**src/rtl/pwm_pkg.sv**
```systemverilog
// Purpose : shared types for the multi-channel PWM engine.
// Latency : none (types and constants only).
// Backpressure: none.
package pwm_pkg;

    // Counter shape of a channel; the encoding matches the PWM_MODE register bit.
    typedef enum logic {
        PWM_EDGE   = 1'b0,
        PWM_CENTER = 1'b1
    } pwm_mode_e;

    // Supported parameter ranges.
    localparam int PWM_MAX_CH    = 16;
    localparam int PWM_MIN_CNT_W = 2;
    localparam int PWM_MAX_CNT_W = 32;

endpackage

```
**src/rtl/pwm_multi_core_if.sv**
```systemverilog
// Purpose : config/status bundle between the PWM register slave (master) and the PWM core (slave).
// Latency : wires only.
// Backpressure: none; config is sampled every cycle, status is a registered snapshot.
// Signals : PWM_DIV prescaler divide; PWM_EN/INV/MODE/UPD per-channel control bits;
//           PWM_PERIOD/PWM_DUTY packed per channel (ch i at [i*P_CNT_W +: P_CNT_W]);
//           PWM_PEND/PWM_CYC_END/PWM_OUT per-channel status and pad outputs.
interface pwm_multi_core_if #(
    parameter int P_NUM_CH = 4,
    parameter int P_CNT_W  = 16,
    parameter int P_DIV_W  = 8
);
    logic [P_DIV_W-1:0]          PWM_DIV;
    logic [P_NUM_CH-1:0]         PWM_EN;
    logic [P_NUM_CH-1:0]         PWM_INV;
    logic [P_NUM_CH-1:0]         PWM_MODE;
    logic [P_NUM_CH*P_CNT_W-1:0] PWM_PERIOD;
    logic [P_NUM_CH*P_CNT_W-1:0] PWM_DUTY;
    logic [P_NUM_CH-1:0]         PWM_UPD;
    logic [P_NUM_CH-1:0]         PWM_PEND;
    logic [P_NUM_CH-1:0]         PWM_CYC_END;
    logic [P_NUM_CH-1:0]         PWM_OUT;

    modport master (
        output PWM_DIV, PWM_EN, PWM_INV, PWM_MODE, PWM_PERIOD, PWM_DUTY, PWM_UPD,
        input  PWM_PEND, PWM_CYC_END, PWM_OUT
    );

    modport slave (
        input  PWM_DIV, PWM_EN, PWM_INV, PWM_MODE, PWM_PERIOD, PWM_DUTY, PWM_UPD,
        output PWM_PEND, PWM_CYC_END, PWM_OUT
    );
endinterface

```
**src/rtl/pwm_ch.sv**
```systemverilog
// Purpose : one PWM channel: shadow/active config, up or up/down counter, compare, output flop.
// Latency : out and cyc_end are registered, one CLK after the counter value they reflect.
// Backpressure: none; upd is always accepted (a pending shadow is simply overwritten).
// Ports   : CLK, RST (sync, active-high); tick = shared prescaler strobe; en = live run enable;
//           upd = capture cfg {period, duty, mode, inv} into shadow; pend = shadow not yet
//           committed; cyc_end = one-cycle pulse after a period boundary; out = PWM pad.
module pwm_ch
    import pwm_pkg::*;
#(
    parameter int P_CNT_W = 16
) (
    input  logic                 CLK,
    input  logic                 RST,
    input  logic                 tick,
    input  logic                 en,
    input  logic                 upd,
    input  logic [2*P_CNT_W+1:0] cfg,
    output logic                 pend,
    output logic                 cyc_end,
    output logic                 out
);

    typedef struct packed {
        logic [P_CNT_W-1:0] period;
        logic [P_CNT_W-1:0] duty;
        pwm_mode_e          mode;
        logic               inv;
    } pwm_ch_cfg_t;

    localparam logic [P_CNT_W-1:0] CNT_ONE = P_CNT_W'(1);

    pwm_ch_cfg_t        cfg_in;
    pwm_ch_cfg_t        shadow_q, shadow_d;
    pwm_ch_cfg_t        active_q, active_d;
    logic [P_CNT_W-1:0] cnt_q, cnt_d;
    logic               dir_q, dir_d;       // direction of the next step: 0 = up, 1 = down
    logic               pend_q, pend_d;
    logic               cyc_end_q, cyc_end_d;
    logic               out_q, out_d;
    logic               boundary;
    logic               commit;
    logic               raw;

    assign cfg_in = pwm_ch_cfg_t'(cfg);

    always_comb begin
        boundary  = 1'b0;
        commit    = 1'b0;
        raw       = 1'b0;
        cnt_d     = cnt_q;
        dir_d     = dir_q;
        shadow_d  = shadow_q;
        active_d  = active_q;
        pend_d    = pend_q;
        cyc_end_d = 1'b0;
        out_d     = out_q;

        // Last tick of the current cycle. In center mode dir already reads "down"
        // while sitting on the peak, so the 1 -> 0 step is the only down step at cnt==1.
        if (active_q.mode == PWM_EDGE) begin
            boundary = en & tick & (cnt_q == active_q.period);
        end else begin
            boundary = en & tick & ((active_q.period == '0) | (dir_q & (cnt_q == CNT_ONE)));
        end

        // A stopped channel has no boundaries, so a pending update goes straight in.
        commit = pend_q & (boundary | ~en);

        if (!en) begin
            cnt_d = '0;
            dir_d = 1'b0;
        end else if (tick) begin
            if (active_q.mode == PWM_EDGE) begin
                cnt_d = (cnt_q == active_q.period) ? '0 : cnt_q + CNT_ONE;
            end else if (active_q.period == '0) begin
                cnt_d = '0;
                dir_d = 1'b0;
            end else if (!dir_q) begin
                cnt_d = cnt_q + CNT_ONE;
                dir_d = ((cnt_q + CNT_ONE) == active_q.period);
            end else begin
                cnt_d = cnt_q - CNT_ONE;
                dir_d = (cnt_q != CNT_ONE);
            end
        end

        if (commit) begin
            active_d = shadow_q;
            cnt_d    = '0;
            dir_d    = 1'b0;
        end

        // An update in the commit cycle lands in the shadow after the old shadow moved out,
        // so the channel stays pending for the next boundary.
        if (upd) begin
            shadow_d = cfg_in;
        end
        pend_d = upd | (pend_q & ~commit);

        // duty > period never compares false, giving a constant-high output.
        raw       = (cnt_q < active_q.duty);
        out_d     = en ? (raw ^ active_q.inv) : active_q.inv;
        cyc_end_d = boundary;
    end

    always_ff @(posedge CLK) begin
        if (RST) begin
            shadow_q  <= '0;
            active_q  <= '0;
            cnt_q     <= '0;
            dir_q     <= 1'b0;
            pend_q    <= 1'b0;
            cyc_end_q <= 1'b0;
            out_q     <= 1'b0;
        end else begin
            shadow_q  <= shadow_d;
            active_q  <= active_d;
            cnt_q     <= cnt_d;
            dir_q     <= dir_d;
            pend_q    <= pend_d;
            cyc_end_q <= cyc_end_d;
            out_q     <= out_d;
        end
    end

    assign pend    = pend_q;
    assign cyc_end = cyc_end_q;
    assign out     = out_q;

endmodule

```
**src/rtl/pwm_multi_core.sv**
```systemverilog
// Purpose : N-channel PWM engine: one shared prescaler feeding P_NUM_CH pwm_ch instances.
// Latency : pad outputs are registered, one CLK behind the channel counters.
// Backpressure: none; config from the register slave is accepted every cycle.
// Ports   : CLK, RST (sync, active-high); bus = slave side of pwm_multi_core_if
//           (config in, PWM_PEND / PWM_CYC_END / PWM_OUT out).
module pwm_multi_core
    import pwm_pkg::*;
#(
    parameter int P_NUM_CH = 4,
    parameter int P_CNT_W  = 16,
    parameter int P_DIV_W  = 8
) (
    input  logic             CLK,
    input  logic             RST,
    pwm_multi_core_if.slave  bus
);

    logic [P_DIV_W-1:0]  pre_cnt_q, pre_cnt_d;
    logic                tick;
    logic [P_NUM_CH-1:0] pend_v;
    logic [P_NUM_CH-1:0] cyc_end_v;
    logic [P_NUM_CH-1:0] out_v;

    // Lowering PWM_DIV below the running count is not corrected: the count runs on,
    // wraps through zero and only then matches again.
    always_comb begin
        tick      = (pre_cnt_q == bus.PWM_DIV);
        pre_cnt_d = tick ? '0 : pre_cnt_q + P_DIV_W'(1);
    end

    always_ff @(posedge CLK) begin
        if (RST) begin
            pre_cnt_q <= '0;
        end else begin
            pre_cnt_q <= pre_cnt_d;
        end
    end

    for (genvar i = 0; i < P_NUM_CH; i++) begin : g_ch
        pwm_mode_e            mode;
        logic [2*P_CNT_W+1:0] cfg;

        assign mode = pwm_mode_e'(bus.PWM_MODE[i]);
        assign cfg  = {bus.PWM_PERIOD[i*P_CNT_W +: P_CNT_W],
                       bus.PWM_DUTY[i*P_CNT_W +: P_CNT_W],
                       mode,
                       bus.PWM_INV[i]};

        pwm_ch #(
            .P_CNT_W (P_CNT_W)
        ) u_ch (
            .CLK     (CLK),
            .RST     (RST),
            .tick    (tick),
            .en      (bus.PWM_EN[i]),
            .upd     (bus.PWM_UPD[i]),
            .cfg     (cfg),
            .pend    (pend_v[i]),
            .cyc_end (cyc_end_v[i]),
            .out     (out_v[i])
        );
    end

    assign bus.PWM_PEND    = pend_v;
    assign bus.PWM_CYC_END = cyc_end_v;
    assign bus.PWM_OUT     = out_v;

endmodule
```
**src/flat_wrapper.sv**
```systemverilog
// flat-port wrapper written by rule: the top's interface ports become plain ports
module pwm_multi_core_flat import pwm_pkg::*;
#(
    parameter int P_NUM_CH = 4,
    parameter int P_CNT_W  = 16,
    parameter int P_DIV_W  = 8
)
  (CLK, RST, bus_PWM_DIV, bus_PWM_EN, bus_PWM_INV, bus_PWM_MODE, bus_PWM_PERIOD, bus_PWM_DUTY, bus_PWM_UPD, bus_PWM_PEND, bus_PWM_CYC_END, bus_PWM_OUT);
  pwm_multi_core_if #(.P_NUM_CH(P_NUM_CH), .P_CNT_W(P_CNT_W), .P_DIV_W(P_DIV_W)) bus_i ();
  input  logic CLK;
  input  logic RST;
  input wire logic [$bits(bus_i.PWM_DIV)-1:0] bus_PWM_DIV;
  input wire logic [$bits(bus_i.PWM_EN)-1:0] bus_PWM_EN;
  input wire logic [$bits(bus_i.PWM_INV)-1:0] bus_PWM_INV;
  input wire logic [$bits(bus_i.PWM_MODE)-1:0] bus_PWM_MODE;
  input wire logic [$bits(bus_i.PWM_PERIOD)-1:0] bus_PWM_PERIOD;
  input wire logic [$bits(bus_i.PWM_DUTY)-1:0] bus_PWM_DUTY;
  input wire logic [$bits(bus_i.PWM_UPD)-1:0] bus_PWM_UPD;
  output wire logic [$bits(bus_i.PWM_PEND)-1:0] bus_PWM_PEND;
  output wire logic [$bits(bus_i.PWM_CYC_END)-1:0] bus_PWM_CYC_END;
  output wire logic [$bits(bus_i.PWM_OUT)-1:0] bus_PWM_OUT;
  assign bus_i.PWM_DIV = bus_PWM_DIV;
  assign bus_i.PWM_EN = bus_PWM_EN;
  assign bus_i.PWM_INV = bus_PWM_INV;
  assign bus_i.PWM_MODE = bus_PWM_MODE;
  assign bus_i.PWM_PERIOD = bus_PWM_PERIOD;
  assign bus_i.PWM_DUTY = bus_PWM_DUTY;
  assign bus_i.PWM_UPD = bus_PWM_UPD;
  assign bus_PWM_PEND = bus_i.PWM_PEND;
  assign bus_PWM_CYC_END = bus_i.PWM_CYC_END;
  assign bus_PWM_OUT = bus_i.PWM_OUT;
  pwm_multi_core #(.P_NUM_CH(P_NUM_CH), .P_CNT_W(P_CNT_W), .P_DIV_W(P_DIV_W)) u_core (.CLK(CLK), .RST(RST), .bus(bus_i));
endmodule
```
**config.mk**
```make
export PLATFORM = sky130hd
export DESIGN_NAME = pwm_multi_core_flat
export DESIGN_NICKNAME = d
export VERILOG_FILES = /design/src/rtl/pwm_pkg.sv /design/src/rtl/pwm_multi_core_if.sv /design/src/rtl/pwm_ch.sv /design/src/rtl/pwm_multi_core.sv /design/src/flat_wrapper.sv
export SDC_FILE = /design/constraint.sdc
export NUM_CORES = 1
export LEC_CHECK = 0
export BUFFER_PORTS_ARGS = -buffer_cell sky130_fd_sc_hd__clkbuf_2
export CORE_MARGIN = 3
export CORE_UTILIZATION = 55
export CTS_CLUSTER_DIAMETER = 100
export DETAILED_ROUTE_END_ITERATION = 7
export PLACE_DENSITY = 0.77
export SLEW_MARGIN = 20
export SYNTH_ARGS = -nofsm -noshare
export SYNTH_HDL_FRONTEND = slang
export SYNTH_SLANG_ARGS = --single-unit
```
**constraint.sdc**
```tcl
create_clock -name CLK -period 2.3 [get_ports CLK]
set_input_delay 0.345 -clock CLK [delete_from_list [all_inputs] [get_ports CLK]]
set_output_delay 0.345 -clock CLK [all_outputs]
set_load 0.03 [all_outputs]
```
==> flow_summary.rst <==
.. list-table::
   :header-rows: 1

   * - Metric
     - Value
   * - Ys Warns
     - 0
   * - Number of antenna violations at the first check in global routing
     - 0
   * - Initial core utilization
     - 56.25%
   * - Share of the clock period used by the worst path
     - 107.0%
   * - Max Fanout on Critical Path
     - 8
   * - Syn Nets
     - between 2000 and 3000
   * - Class of the tightest hold or removal check
     - in2reg
   * - Arr. time, crit path
     - 2.95 ns
   * - Final routed wirelength across all metal layers
     - about 62000 um
   * - Count of placed standard cells in the final layout, fillers left out
     - 3356
   * - Cell area after layout
     - 27160 um2
   * - Final Skew
     - 0.01555 ns
   * - Drt first-iter violations
     - 1386
   * - Count of max-cap constraint violations
     - 0
   * - Proportion of synthesized flip-flops having asynchronous set or reset
     - 0%
   * - Required time at the endpoint of the critical path
     - 2.79 ns
   * - Total leakage power
     - 11.37 nW
   * - Clock slew at the register clock pins of the worst setup and hold paths
     - 0.06 ns
   * - Clock Tree Root
     - sky130_fd_sc_hd__clkbuf_16
   * - Flip-flop and latch count after synthesis
     - 360
   * - Largest delay contributor family on the critical path
     - simple AND/OR/NAND/NOR gates
   * - Area enclosed by the die boundary
     - 40080 um2
   * - Top achievable clock speed
     - between 0.4 and 0.5 GHz
   * - Die H
     - around 200 um
   * - Global-route wire length before repair
     - 97700 um
   * - Worst setup slack after layout
     - -0.1621 ns
   * - Slowest CP cell
     - sky130_fd_sc_hd__nor4_2
   * - Count of buffer and inverter cells on the critical path
     - 3
   * - Width of the die
     - 200.2 um
   * - Count of boundary I/O pins
     - between 150 and 200
   * - Worst-Skew Late Latency
     - 0.56 ns
   * - Power density cells
     - 549.0 nW/um2
   * - Max-slew headroom at the worst pin
     - 58.09%
   * - Port Buffer Count
     - between 150 and 200
   * - Internal reg-to-reg setup slack
     - -0.16 ns
   * - Cells after Synth
     - 2408
   * - Reg2reg path depth
     - 10
   * - Netlist Area Pre-Place
     - between 20000 and 25000 um2
   * - Area inside the core boundary
     - about 37000 um2
   * - HPWL after detailed placement
     - 41540 um
   * - Net count, final
     - a little over 3000
   * - Status
     - complete, but fails checks
   * - Failing checks
     - setup timing
   * - Routed length per placed instance
     - 18.49 um
   * - Clock sink count
     - 360
   * - Number of flops mapped to enable cells by yosys
     - 0
   * - Worst-case vdd ir drop
     - 0.6582 mV
   * - Fin Setup TNS
     - -9.300 ns
   * - Post-DR vias/cell
     - 5.741
   * - Distinct cells, synth
     - 81
   * - Count of unresolved DRC violations after routing
     - 0
   * - Vias in the first global route
     - 19160
   * - CTS H-Tree Depth
     - 2
   * - GRT overflow
     - 0
   * - Final setup viols
     - around 110
   * - Path length in cells of the critical path
     - 10
   * - Final hold slack
     - 0.02109 ns
   * - Sequential area share after synthesis
     - 34.75%
   * - Pre-Repair DR Iteration Count
     - 5
   * - Number of cells traversed by the worst hold path
     - 3
   * - Number of buffers created by CTS
     - 39
   * - Most common cell after layout, fill and taps aside
     - sky130_fd_sc_hd__buf_4
   * - Share of post-route cells with drive strength above 1
     - 28.30%
   * - Most used cells in the layout excluding fill and tap cells
     - sky130_fd_sc_hd__buf_4 (322), sky130_fd_sc_hd__dfxtp_1 (320), sky130_fd_sc_hd__nand2b_1 (288), sky130_fd_sc_hd__mux2i_1 (275), sky130_fd_sc_hd__nor2_1 (232)
   * - Post-Place Cell Area
     - 23920 um2
   * - Total Routing Usage GR
     - between 20% and 30%
   * - Category of the worst setup path capture point
     - flip-flop
   * - Clock tree buffer depth
     - 3
   * - Cell breakdown of the critical path
     - buf_4 -> nor4_2 -> nand4_1 -> and2_4 -> a21oi_4 -> nand2_2 -> a21boi_4 -> buf_6 -> buf_12 -> mux2i_4
   * - Type of the setup path with the least slack
     - reg2reg
   * - Largest net degree at the start of global routing
     - about 140
   * - Unrepaired setup endpoints after global routing
     - true
   * - Antenna diode count
     - 0
   * - Via count
     - 19270
   * - Least-Margin Pin Slew
     - 0.6287 ns
   * - Hold Fails Final Rpt
     - 0
   * - Row cnt
     - 70
   * - Count of nets left with antenna violations after detail routing
     - 0
   * - Final Max Tran Viols
     - 0
   * - Weighted congestion at the end of routability-driven global placement
     - 0.9558
   * - Leading register cell type out of synthesis
     - sky130_fd_sc_hd__dfxtp_1
   * - Min Tclk post-route
     - approximately 2.5 ns
   * - Synth-to-Final Area Change
     - 30.95%
   * - Stage delay of the slowest cell on the critical path
     - 0.36 ns
   * - Layout fillers
     - around 2700
   * - Avg Inst Size Synth
     - roughly 8.6 um2
   * - Placement Setup Slack
     - -0.2699 ns
   * - Total instance count after detailed placement
     - 3217
   * - TritonCTS clock tree
     - yes
   * - CP Launch Type
     - flip-flop
-- worst paths after layout --
kind | from | endpoint
min reg2reg | u_core.g_ch[3].u_ch.active_q[2]$_SDFFE_PP0P_ | u_core.g_ch[3].u_ch.active_q[2]$_SDFFE_PP0P_
max reg2reg | u_core.g_ch[2].u_ch.active_q[28]$_SDFFE_PP0P_ | u_core.g_ch[2].u_ch.active_q[29]$_SDFFE_PP0P_
min | bus_PWM_DUTY[60] | u_core.g_ch[3].u_ch.shadow_q[14]$_SDFFE_PP0P_
max | u_core.g_ch[2].u_ch.active_q[28]$_SDFFE_PP0P_ | u_core.g_ch[2].u_ch.active_q[29]$_SDFFE_PP0P_
-- sequential cells by signal, indices dropped and copies added, names as in the netlist --
register / count
u_core.g_ch.u_ch.active_q: 136
u_core.g_ch.u_ch.shadow_q: 136
u_core.g_ch.u_ch.cnt_q: 64
u_core.pre_cnt_q: 8
u_core.g_ch.u_ch.cyc_end: 4
u_core.g_ch.u_ch.dir_q: 4
u_core.g_ch.u_ch.out: 4
u_core.g_ch.u_ch.pend: 4
-- layer usage --
layer / share of wire (%) / track usage, % / vias up
met5: 0 / 0 / -
met4: 3.9 / 11.47 / 0
li1: - / - / 9261
met2: 48 / 49.44 / 702
met1: 42 / 37.25 / 9137
met3: 5.9 / 4.518 / 168
-- where the power goes --
| group | switching (mW) | internal, mW |
|---|---|---|
| Sequential | 0.131 | 6.43 |
| Clock | 2.60 | 3.85 |
| Combinational | 0.942 | 0.957 |
| Total | 3.67 | 11.2 |
-- synth_stat cells, drive strengths merged (10+ instances only) --
cell | instances | share of area, %
inv | 97 | 1.8
nand2 | 86 | 1.6
dfxtp | 360 | 35
a21oi | 95 | 2.3
o22ai | 16 | 0.48
and3 | 15 | 0.45
nand4 | 34 | 1.0
clkbuf | 108 | 2.0
nand2b | 288 | 8.7
buf | 74 | 2.4
a21o | 23 | 0.84
nor4 | 41 | 1.4
mux2i | 281 | 14
and2 | 11 | 0.33
nor3 | 63 | 1.5
o211ai | 12 | 0.43
nor2 | 241 | 4.4
xor2 | 83 | 3.5
ha | 73 | 4.4
o21ai | 66 | 1.6
nand3 | 51 | 1.2
a31oi | 28 | 0.84
xnor2 | 56 | 2.4
or3 | 11 | 0.33
or4 | 10 | 0.38
a211oi | 38 | 1.4
a221oi | 19 | 0.80
-- tightest hold or removal path: cells and delay by family --
kind | cells | cell delay, ns
and+or+nand+nor | 1 | 0.07
muxes | 1 | 0.05
buffers and inverters | 1 | 0.08
-- area by class of cell --
cell class / count / area [um2] / area share [%]
multi-input cells: 1769 / 13190 / 48.56
flip-flops and latches: 360 / 7269 / 26.76
repair buffers: 559 / 4409 / 16.23
clock buffers: 60 / 1177 / 4.335
well taps: 504 / 630.6 / 2.322
inverters: 97 / 367.9 / 1.354
clock inverters: 7 / 116.4 / 0.4284
-- stage by stage --
stage          util, %  power [mW]
6_report         73.66       14.91
5_1_grt          73.66       15.45
2_1_floorplan        -       7.654
3_5_place_dp     64.87       8.250
4_1_cts          70.52       14.83
3_3_place_gp     64.87       8.205
-- cell families after synthesis --
| logic type | Yosys count | share of synthesized area, % |
|---|---|---|
| AOI/OAI and AO/OA | 377 | 12.10 |
| xor gates and xnor gates | 139 | 5.870 |
| adders and majority gates | 73 | 4.404 |
| buffers and inverters | 279 | 6.117 |
| DFF | 360 | 34.75 |
| muxes | 283 | 13.67 |
| and+or+nand+nor | 897 | 23.09 |
-- what timing repair did --
action / in CTS / in global routing
pin swaps: 24 / 71
gates resized for setup: 62 / 215
setup buffers: 21 / 31
hold buffers: 12 / 0
endpoints found under the hold margin: 12 / 0
setup endpoints to repair: 159 / 200
cloned: 10 / 8
(Power assumes the default switching activity.)
